### config.mk
export PLATFORM = sky130hd
export DESIGN_NAME = cache_mem_arbiter
export DESIGN_NICKNAME = d
export VERILOG_FILES = /design/src/rtl/cache_mem_arbiter_pkg.sv /design/src/rtl/cache_mem_arbiter_arb_rr2.sv /design/src/rtl/cache_mem_arbiter.sv
export SDC_FILE = /design/constraint.sdc
export NUM_CORES = 1
export LEC_CHECK = 0
export ABC_CLOCK_PERIOD_IN_PS = 4500
export BUFFER_PORTS_ARGS = -buffer_cell sky130_fd_sc_hd__clkbuf_2
export CAP_MARGIN = 20
export CORE_AREA = 3 3 195 197
export CTS_BUF_LIST = sky130_fd_sc_hd__clkbuf_4 sky130_fd_sc_hd__clkbuf_8
export DETAILED_ROUTE_END_ITERATION = 6
export DIE_AREA = 0 0 198 200
export PLACE_DENSITY = 0.47
export SLEW_MARGIN = 20
export SYNTH_ARGS = -nofsm -noshare
export SYNTH_HDL_FRONTEND = slang
export SYNTH_SLANG_ARGS = --single-unit
### constraint.sdc
create_clock -name clk -period 4.5 [get_ports clk]
set_input_delay 0.675 -clock clk [delete_from_list [all_inputs] [get_ports clk]]
set_output_delay 0.675 -clock clk [all_outputs]
set_load 0.02 [all_outputs]
### src/rtl/cache_mem_arbiter_pkg.sv
// Shared types and constants for the i-cache / d-cache refill port arbiter.
// State codes are one-hot so each busy state is decoded from a single bit.
package cache_mem_arbiter_pkg;

    typedef enum logic [2:0] {
        ARB_IDLE   = 3'b001,
        ARB_BUSY_I = 3'b010,
        ARB_BUSY_D = 3'b100
    } arb_state_e;

    localparam logic [7:0] ARB_TIMEOUT_DEFAULT = 8'd255;

    // Command presented to the memory bridge, latched at grant time.
    typedef struct packed {
        logic        we;
        logic [63:0] addr;
        logic [63:0] wdata;
        logic [7:0]  wstrb;
    } mem_cmd_t;

    localparam mem_cmd_t MEM_CMD_NONE = '{we: 1'b0, addr: 64'd0, wdata: 64'd0, wstrb: 8'd0};

    // The i-cache fetches one 32-bit word out of the 64-bit memory beat.
    function automatic logic [31:0] fetch_word(input logic [63:0] beat, input logic upper);
        return upper ? beat[63:32] : beat[31:0];
    endfunction

endpackage

### src/rtl/cache_mem_arbiter_arb_rr2.sv
// Two-way round-robin pick: on a tie the side not granted last time wins.
module arb_rr2 (
    input  logic i_req,
    input  logic d_req,
    input  logic last_d,
    output logic grant_i,
    output logic grant_d
);

    always_comb begin
        grant_i = i_req && (!d_req || last_d);
        grant_d = d_req && (!i_req || !last_d);
    end

endmodule

### src/rtl/cache_mem_arbiter.sv
// Shares one cache-refill memory port between the i-cache and d-cache,
// one transaction at a time, with a watchdog that forces an error completion.
module cache_mem_arbiter
    import cache_mem_arbiter_pkg::*;
#(
    parameter logic [7:0] TIMEOUT = ARB_TIMEOUT_DEFAULT
) (
    input  logic        clk,
    input  logic        rst,

    input  logic        i_req,
    input  logic [63:0] i_addr,
    output logic [31:0] i_rdata,
    output logic        i_ok,
    output logic        i_err,

    input  logic        d_req,
    input  logic        d_we,
    input  logic [63:0] d_addr,
    input  logic [63:0] d_wdata,
    input  logic [7:0]  d_wstrb,
    output logic [63:0] d_rdata,
    output logic        d_ok,
    output logic        d_err,

    output logic        mem_req,
    output logic        mem_we,
    output logic [63:0] mem_addr,
    output logic [63:0] mem_wdata,
    output logic [7:0]  mem_wstrb,
    input  logic        mem_ok,
    input  logic [63:0] mem_rdata
);

    arb_state_e state_q, state_d;
    logic       mem_req_q, mem_req_d;
    mem_cmd_t   cmd_q, cmd_d;
    logic       last_d_q, last_d_d;
    logic [7:0] cnt_q, cnt_d;

    logic grant_i, grant_d;
    logic busy_i, busy_d, busy;
    logic timed_out, finish;

    arb_rr2 u_rr (
        .i_req   (i_req),
        .d_req   (d_req),
        .last_d  (last_d_q),
        .grant_i (grant_i),
        .grant_d (grant_d)
    );

    assign busy_i = (state_q == ARB_BUSY_I);
    assign busy_d = (state_q == ARB_BUSY_D);
    assign busy   = busy_i || busy_d;

    // cnt_q counts completed busy cycles, so the TIMEOUT-th busy cycle is the last one.
    assign timed_out = busy && !mem_ok && (cnt_q == TIMEOUT - 8'd1);
    assign finish    = busy && (mem_ok || timed_out);

    always_comb begin
        state_d   = state_q;
        mem_req_d = mem_req_q;
        cmd_d     = cmd_q;
        last_d_d  = last_d_q;
        cnt_d     = cnt_q;

        unique case (state_q)
            ARB_IDLE: begin
                if (grant_i) begin
                    state_d   = ARB_BUSY_I;
                    mem_req_d = 1'b1;
                    cmd_d     = MEM_CMD_NONE;
                    cmd_d.addr = i_addr;
                    cnt_d     = 8'd0;
                end else if (grant_d) begin
                    state_d   = ARB_BUSY_D;
                    mem_req_d = 1'b1;
                    cmd_d     = '{we: d_we, addr: d_addr, wdata: d_wdata, wstrb: d_wstrb};
                    cnt_d     = 8'd0;
                end
            end
            ARB_BUSY_I, ARB_BUSY_D: begin
                if (finish) begin
                    state_d   = ARB_IDLE;
                    mem_req_d = 1'b0;
                    last_d_d  = busy_d;
                    cnt_d     = 8'd0;
                end else begin
                    cnt_d = cnt_q + 8'd1;
                end
            end
            default: begin
                state_d   = ARB_IDLE;
                mem_req_d = 1'b0;
                cnt_d     = 8'd0;
            end
        endcase
    end

    always_ff @(posedge clk or negedge rst) begin
        if (!rst) begin
            state_q   <= ARB_IDLE;
            mem_req_q <= 1'b0;
            cmd_q     <= MEM_CMD_NONE;
            last_d_q  <= 1'b1;
            cnt_q     <= 8'd0;
        end else begin
            state_q   <= state_d;
            mem_req_q <= mem_req_d;
            cmd_q     <= cmd_d;
            last_d_q  <= last_d_d;
            cnt_q     <= cnt_d;
        end
    end

    assign mem_req   = mem_req_q;
    assign mem_we    = cmd_q.we;
    assign mem_addr  = cmd_q.addr;
    assign mem_wdata = cmd_q.wdata;
    assign mem_wstrb = cmd_q.wstrb;

    // Completion is reported in the same cycle as mem_ok; a timeout returns zero data.
    always_comb begin
        i_ok    = busy_i && finish;
        i_err   = busy_i && timed_out;
        i_rdata = (busy_i && mem_ok) ? fetch_word(mem_rdata, cmd_q.addr[2]) : 32'd0;
        d_ok    = busy_d && finish;
        d_err   = busy_d && timed_out;
        d_rdata = (busy_d && mem_ok) ? mem_rdata : 64'd0;
    end

endmodule

==> impl_metrics.csv, run 1 <==
group,metric,value,unit
grt,grt_pass1_vias,6955,
logic_synthesis,yosysTopAreaCell,"dfrtp_1",
setup_path,startpoint_type,"flip-flop",
clock_network,cts_tree,"built",
die,rows,70,
finish,final_nets,1559,
sta,finClkSkew,0.02328,ns
die,coreArea,0.03643,mm²
grt,antenna_found_initial,5,
die,die_h,200,µm
logic_synthesis,syn_nets,1083,
clock_network,clkSinkCount,150,
setup_path,worstPathMaxFanout,64,
route,initialDrtViolationCount,244,
clock_network,cts_setup_buffers,0,
clock_network,numCtsBuffers,17,
power_and_ir_drop,p_leak,0.005968,µW
die,io_pins,508,
finish,synthToLayoutAreaGrowth,45.40,%
sta,drv_slew,0,
grt,grt_max_degree,190,
placement,portBuffers,507,
route,dr.pass1.iters,4,
sta,rsz0062_at_grt,"false",
clock_network,clkLatencyLatePin,0.45,ns
worst_hold_path,hold_path.class,"input port to async pin",
run_status,status,"completed",
run,max_cap_viol_count,0,
sta,hold_violations,0,
sta,finalSetupViolations,0,
sta,max_clock_freq,307.4,MHz
sta,tightest_slew,1.014,ns
setup_path,reg2reg_from,"last_d_q$_DFFE_PN1P_",
die,die_area,0.03960,mm²
setup_path,timing.critical_path.from,"state_q[2]$_DFFE_PN0P_",
route,ant_nets,0,
logic_synthesis,async_flop_share,100.0,%
clock_network,clockBufferDepth,2,
logic_synthesis,avgSynthCellArea,9.203,µm²
die,die_w,198,µm
finish,layout_common_cells,"clkbuf_2, nand2_1, dfrtp_1",
logic_synthesis,synth_top_area_share,49.62,%
grt,grt.overflow.total,0,
finish,final_common_cell,"clkbuf_2",
logic_synthesis,synthCells,811,
clock_network,cts_root_buf,"clkbuf_8",
setup_path,worstPathArrival,2.58,ns
clock_network,cts_max_level,4,
setup_path,ff2ff_path_depth,5,
die,initial_core_util,20.48,%
logic_synthesis,synth.distinct_cells,38,
clock_network,cts_hold_buf,0,
route,wire_per_inst,15.69,µm
finish,drive_gt1_share,42.96,%
placement,place_congestion,0.7509,
sta,finalSetupTns,0,ns
power_and_ir_drop,powerDensity,593.5,mW/mm²
sta,worst_slack,1.247,ns
setup_path,worstReg2RegEnd,"mem_addr[37]$_DFFE_PN0P_",
grt,grt_pass1_wl,40080,µm
sta,fin_crit,3.253,ns
clock_network,clk_pin_slew,0.10,ns
logic_synthesis,ys_warn_count,0,
logic_synthesis,synth_seq_cells,150,
setup_path,critPathKind,"flip-flop to primary output",
logic_synthesis,ys_seq_area_share,50.33,%
setup_path,cp_data_required_time,3.83,ns
setup_path,regToRegSetupSlack,2.45,ns
route,wl,27770,µm
sta,relSlewSlack,32.37,%
logic_synthesis,synth_edf_count,0,
placement,pre_cts_ws,1.673,ns
clock_network,post_cts_resize_count,0,
sta,finalCritPeriodShare,72.29,%
logic_synthesis,synth_area,0.007463,mm²
grt,grt_usage,13.29,%
setup_path,end_kind,"primary output",
logic_synthesis,ys_top_cells_by_area,"dfrtp_1, mux2i_1, nand2_1",
route,drc,0,
logic_synthesis,synth-main-ff-cell,"dfrtp_1",
setup_path,crit_path_end,"d_rdata[48]",
route,vias_per_cell,4.087,
route,dr_total_vias,7234,
placement,hpwlAfterDp,22120,µm
power_and_ir_drop,peakVddDrop,223.9,µV
-- layout make-up --
| class | instances | area (µm²) |
|---|---|---|
| timing repair buffer | 516 | 2661 |
| sequential | 150 | 3757 |
| clock inverter | 12 | 192.7 |
| clock buffer | 19 | 255.2 |
| multi-input combinational | 596 | 3369 |
| antenna | 3 | 7.507 |
| inverter | 6 | 22.52 |
| fill | 4041 | 25580 |
| tap | 468 | 585.6 |
-- sequential cells by signal, indices dropped and copies added (netlist names) --
| name | count |
|---|---|
| mem_wdata | 64 |
| mem_req | 1 |
| last_d_q | 1 |
| mem_wstrb | 8 |
| mem_addr | 64 |
| cnt_q | 8 |
| mem_we | 1 |
| state_q | 3 |
-- power by group --
part / internal, µW / switching (µW) / leakage [µW]
Clock: 635 / 556 / 0.000220
Combinational: 982 / 1980 / 0.00385
Sequential: 1920 / 367 / 0.00190
Total: 3540 / 2900 / 0.00597
-- cells by family (layout without fill, tap and decap cells) --
kind of cell | after synthesis | in the layout | synth area share [%]
simple gates | 337 | 337 | 20.22
buf+inv | 65 | 553 | 4.811
flops | 150 | 150 | 50.33
other cells | 0 | 3 | 0
compound gates | 157 | 157 | 10.96
fa+ha+maj | 2 | 2 | 0.3352
mux | 96 | 96 | 12.88
xor+xnor | 4 | 4 | 0.4694
-- cell usage after synthesis (2+ instances only) --
cell,instances
dfrtp_1,148
inv_1,6
clkbuf_1,19
o21ai_0,140
a21oi_1,2
a21o_1,2
buf_4,5
and3_1,3
xnor2_1,4
buf_6,10
o2bb2ai_1,2
buf_1,10
mux2i_1,96
o21ai_1,4
buf_2,9
clkbuf_2,5
nor3_1,2
and2_1,67
ha_1,2
nor3b_2,2
dfstp_2,2
nor2_1,38
o22ai_1,2
nand2_1,216
a211oi_1,2
-- worst min path at each step --
stage	start	end	slack (ns)
2_1_floorplan	rst	cnt_q[0]$_DFFE_PN0P_	0.38
3_3_place_gp	mem_addr[28]$_DFFE_PN0P_	mem_addr[28]$_DFFE_PN0P_	0.46
3_5_place_dp	mem_wdata[11]$_DFFE_PN0P_	mem_wdata[11]$_DFFE_PN0P_	0.47
4_1_cts	rst	mem_wdata[19]$_DFFE_PN0P_	0.25
5_1_grt	rst	mem_wdata[16]$_DFFE_PN0P_	0.28
6_report	rst	mem_wdata[21]$_DFFE_PN0P_	0.24
-- metal layers --
layer	up-vias	global-route usage [%]	routed length, µm
met3	31	4.028	2146
met5	-	0	13
met2	305	24.47	14670
met1	3263	14.16	10220
li1	3633	-	-
met4	2	5.636	719
-- worst max-delay path, cell delays in order, from the launching register on --
cell and delay (ns):
dfrtp_1 0.45, inv_1 0.10, or3_4 0.38, nor2_4 0.77, and2_1 0.25, clkbuf_2 0.17
-- through the flow --
step           utilization (%)  total power (µW)  hold WS, ns  cell area, µm²  instances
3_3_place_gp             28.53              5304       0.4618           10390       1736
6_report                 29.78              6441       0.2404           10850       1770
3_5_place_dp             28.53              5349       0.4692           10390       1736
4_1_cts                  29.76              6580       0.2529           10840       1767
5_1_grt                  29.78              6963       0.2841           10850       1770
2_1_floorplan                -              4283       0.3794            7463        811
No activity file was read; power rests on OpenSTA's default activity.
==> inputs of run 2 (changes only) <==
--- a/config.mk
+++ b/config.mk
@@ -5,7 +5,7 @@
 export SDC_FILE = /design/constraint.sdc
 export NUM_CORES = 1
 export LEC_CHECK = 0
-export ABC_CLOCK_PERIOD_IN_PS = 4500
+export ABC_CLOCK_PERIOD_IN_PS = 3300
 export BUFFER_PORTS_ARGS = -buffer_cell sky130_fd_sc_hd__clkbuf_2
 export CAP_MARGIN = 20
 export CORE_AREA = 3 3 195 197
==> constraint.sdc (replaced) <==
create_clock -name clk -period 3.3 [get_ports clk]
set_input_delay 0.495 -clock clk [delete_from_list [all_inputs] [get_ports clk]]
set_output_delay 0.495 -clock clk [all_outputs]
set_load 0.02 [all_outputs]
==> impl_metrics.csv, run 2 (synthesis results as in run 1) <==
group,metric,value,unit
run_status,status,"completed",
route,initialDrtViolationCount,195,
setup_path,cp_data_required_time,2.80,ns
setup_path,worstPathMaxFanout,64,
grt,use_met3,4.666,%
grt,grt_pass1_vias,7029,
clock_network,cts_tree,"built",
sta,hold_violations,0,
finish,layout_common_cells,"clkbuf_2, nand2_1, dfrtp_1",
clock_network,numCtsBuffers,17,
sta,finClkSkew,0.01266,ns
sta,fin_crit,2.765,ns
grt,grt_use_met1,13.61,%
finish,final_core_util,29.81,%
route,wl,27920,µm
sta,finalCritPeriodShare,83.78,%
sta,finalSetupViolations,0,
placement,place_congestion,0.7985,
setup_path,critPathKind,"flip-flop to primary output",
route,wire_per_inst,15.73,µm
finish,synthToLayoutAreaGrowth,45.53,%
placement,hpwlAfterDp,22400,µm
finish,fillers,3992,
finish,stdcell_count,1775,
die,die_h,200,µm
placement,dp_cells,1740,
clock_network,post_cts_resize_count,0,
clock_network,clk_pin_slew,0.10,ns
setup_path,startpoint_type,"flip-flop",
power_and_ir_drop,p_leak,0.005980,µW
finish,final_nets,1564,
placement,portBuffers,507,
finish,multiInputGateArea,0.003367,mm²
die,initial_core_util,20.48,%
grt,grt.overflow.total,0,
clock_network,cts_max_level,4,
sta,finalSetupTns,0,ns
sta,rsz0062_at_grt,"false",
grt,top_usage_layer,"met2",
route,dr_total_vias,7297,
grt,antenna_found_initial,4,
finish,drive_gt1_share,43.07,%
route,drc,0,
route,ant_nets,0,
power_and_ir_drop,power,8714,µW
clock_network,cts_root_buf,"clkbuf_8",
sta,tightest_slew,0.8000,ns
worst_hold_path,hold_path_depth,3,
sta,drv_slew,0,
route,dr.pass1.iters,4,
finish,final_common_cell,"clkbuf_2",
finish,regArea,0.003757,mm²
grt,grt_pass1_wl,40210,µm
power_and_ir_drop,powerDensity,802.3,mW/mm²
run,max_cap_viol_count,0,
die,io_pins,508,
grt,use_met2,25.10,%
clock_network,cts_setup_buffers,0,
clock_network,clkSinkCount,150,
power_and_ir_drop,peakVddDrop,393.7,µV
die,die_area,0.03960,mm²
die,die_w,198,µm
setup_path,worstPathArrival,2.27,ns
grt,grt_max_degree,91,
setup_path,end_kind,"primary output",
clock_network,clkLatencyLatePin,0.49,ns
clock_network,clockBufferDepth,2,
worst_hold_path,hold_path.class,"input port to flip-flop",
die,coreArea,0.03643,mm²
route,vias_per_cell,4.111,
sta,relSlewSlack,46.46,%
setup_path,ff2ff_path_depth,6,
die,rows,70,
sta,max_clock_freq,361.7,MHz
grt,grt_usage,13.43,%
-- run 2: critical path, stage by stage (launching register included) --
cell	delay, ns
dfrtp_1	0.45
inv_1	0.10
or3_4	0.37
nor2_4	0.08
buf_4	0.40
and2_1	0.20
clkbuf_2	0.17
-- run 2: report_power, final --
| part | switching (µW) | internal, µW |
|---|---|---|
| sequential | 475 | 2620 |
| combinational | 2740 | 1380 |
| clock | 766 | 731 |
| total | 3980 | 4730 |
-- run 2: final timing paths --
path / startpoint / slack (ns) / end
max reg2reg: cnt_q[0]$_DFFE_PN0P_ / 1.39 / mem_req$_DFFE_PN0P_
min: d_wdata[27] / 0.22 / mem_wdata[27]$_DFFE_PN0P_
max in group asynchronous: rst / 1.94 / mem_addr[4]$_DFFE_PN0P_
max: state_q[2]$_DFFE_PN0P_ / 0.54 / d_rdata[55]
min in group asynchronous: rst / 0.58 / mem_wdata[33]$_DFFE_PN0P_
min reg2reg: mem_addr[43]$_DFFE_PN0P_ / 0.48 / mem_addr[43]$_DFFE_PN0P_
-- run 2: metrics by stage --
step	setup WS [ns]	hold WS (ns)	cell area, µm²
5_1_grt	0.3425	0.1761	10860
4_1_cts	0.4775	0.1573	10860
3_3_place_gp	1.157	0.4635	10440
6_report	0.5353	0.2179	10860
3_5_place_dp	1.046	0.4692	10440
2_1_floorplan	1.270	0.1994	7463
-- run 2: repair_timing --
action                                  CTS  global route
hold buffers                              1             0
endpoints found under the setup margin    0             0
endpoints found under the hold margin    19             0
-- run 2: routing by layer --
metal  wire [µm]  up-vias
li1            -     3643
met1        9882     3294
met2       14760      317
met3        2390       43
met4         885        0
met5           0        -
-- run 2: layout make-up --
type                       count  area share [%]
inverter                       6          0.2073
tap                          468           5.391
multi-input combinational    596           31.00
clock inverter                12           1.302
timing repair buffer         521           24.99
clock buffer                  20           2.477
sequential                   150           34.59
antenna                        2         0.04608
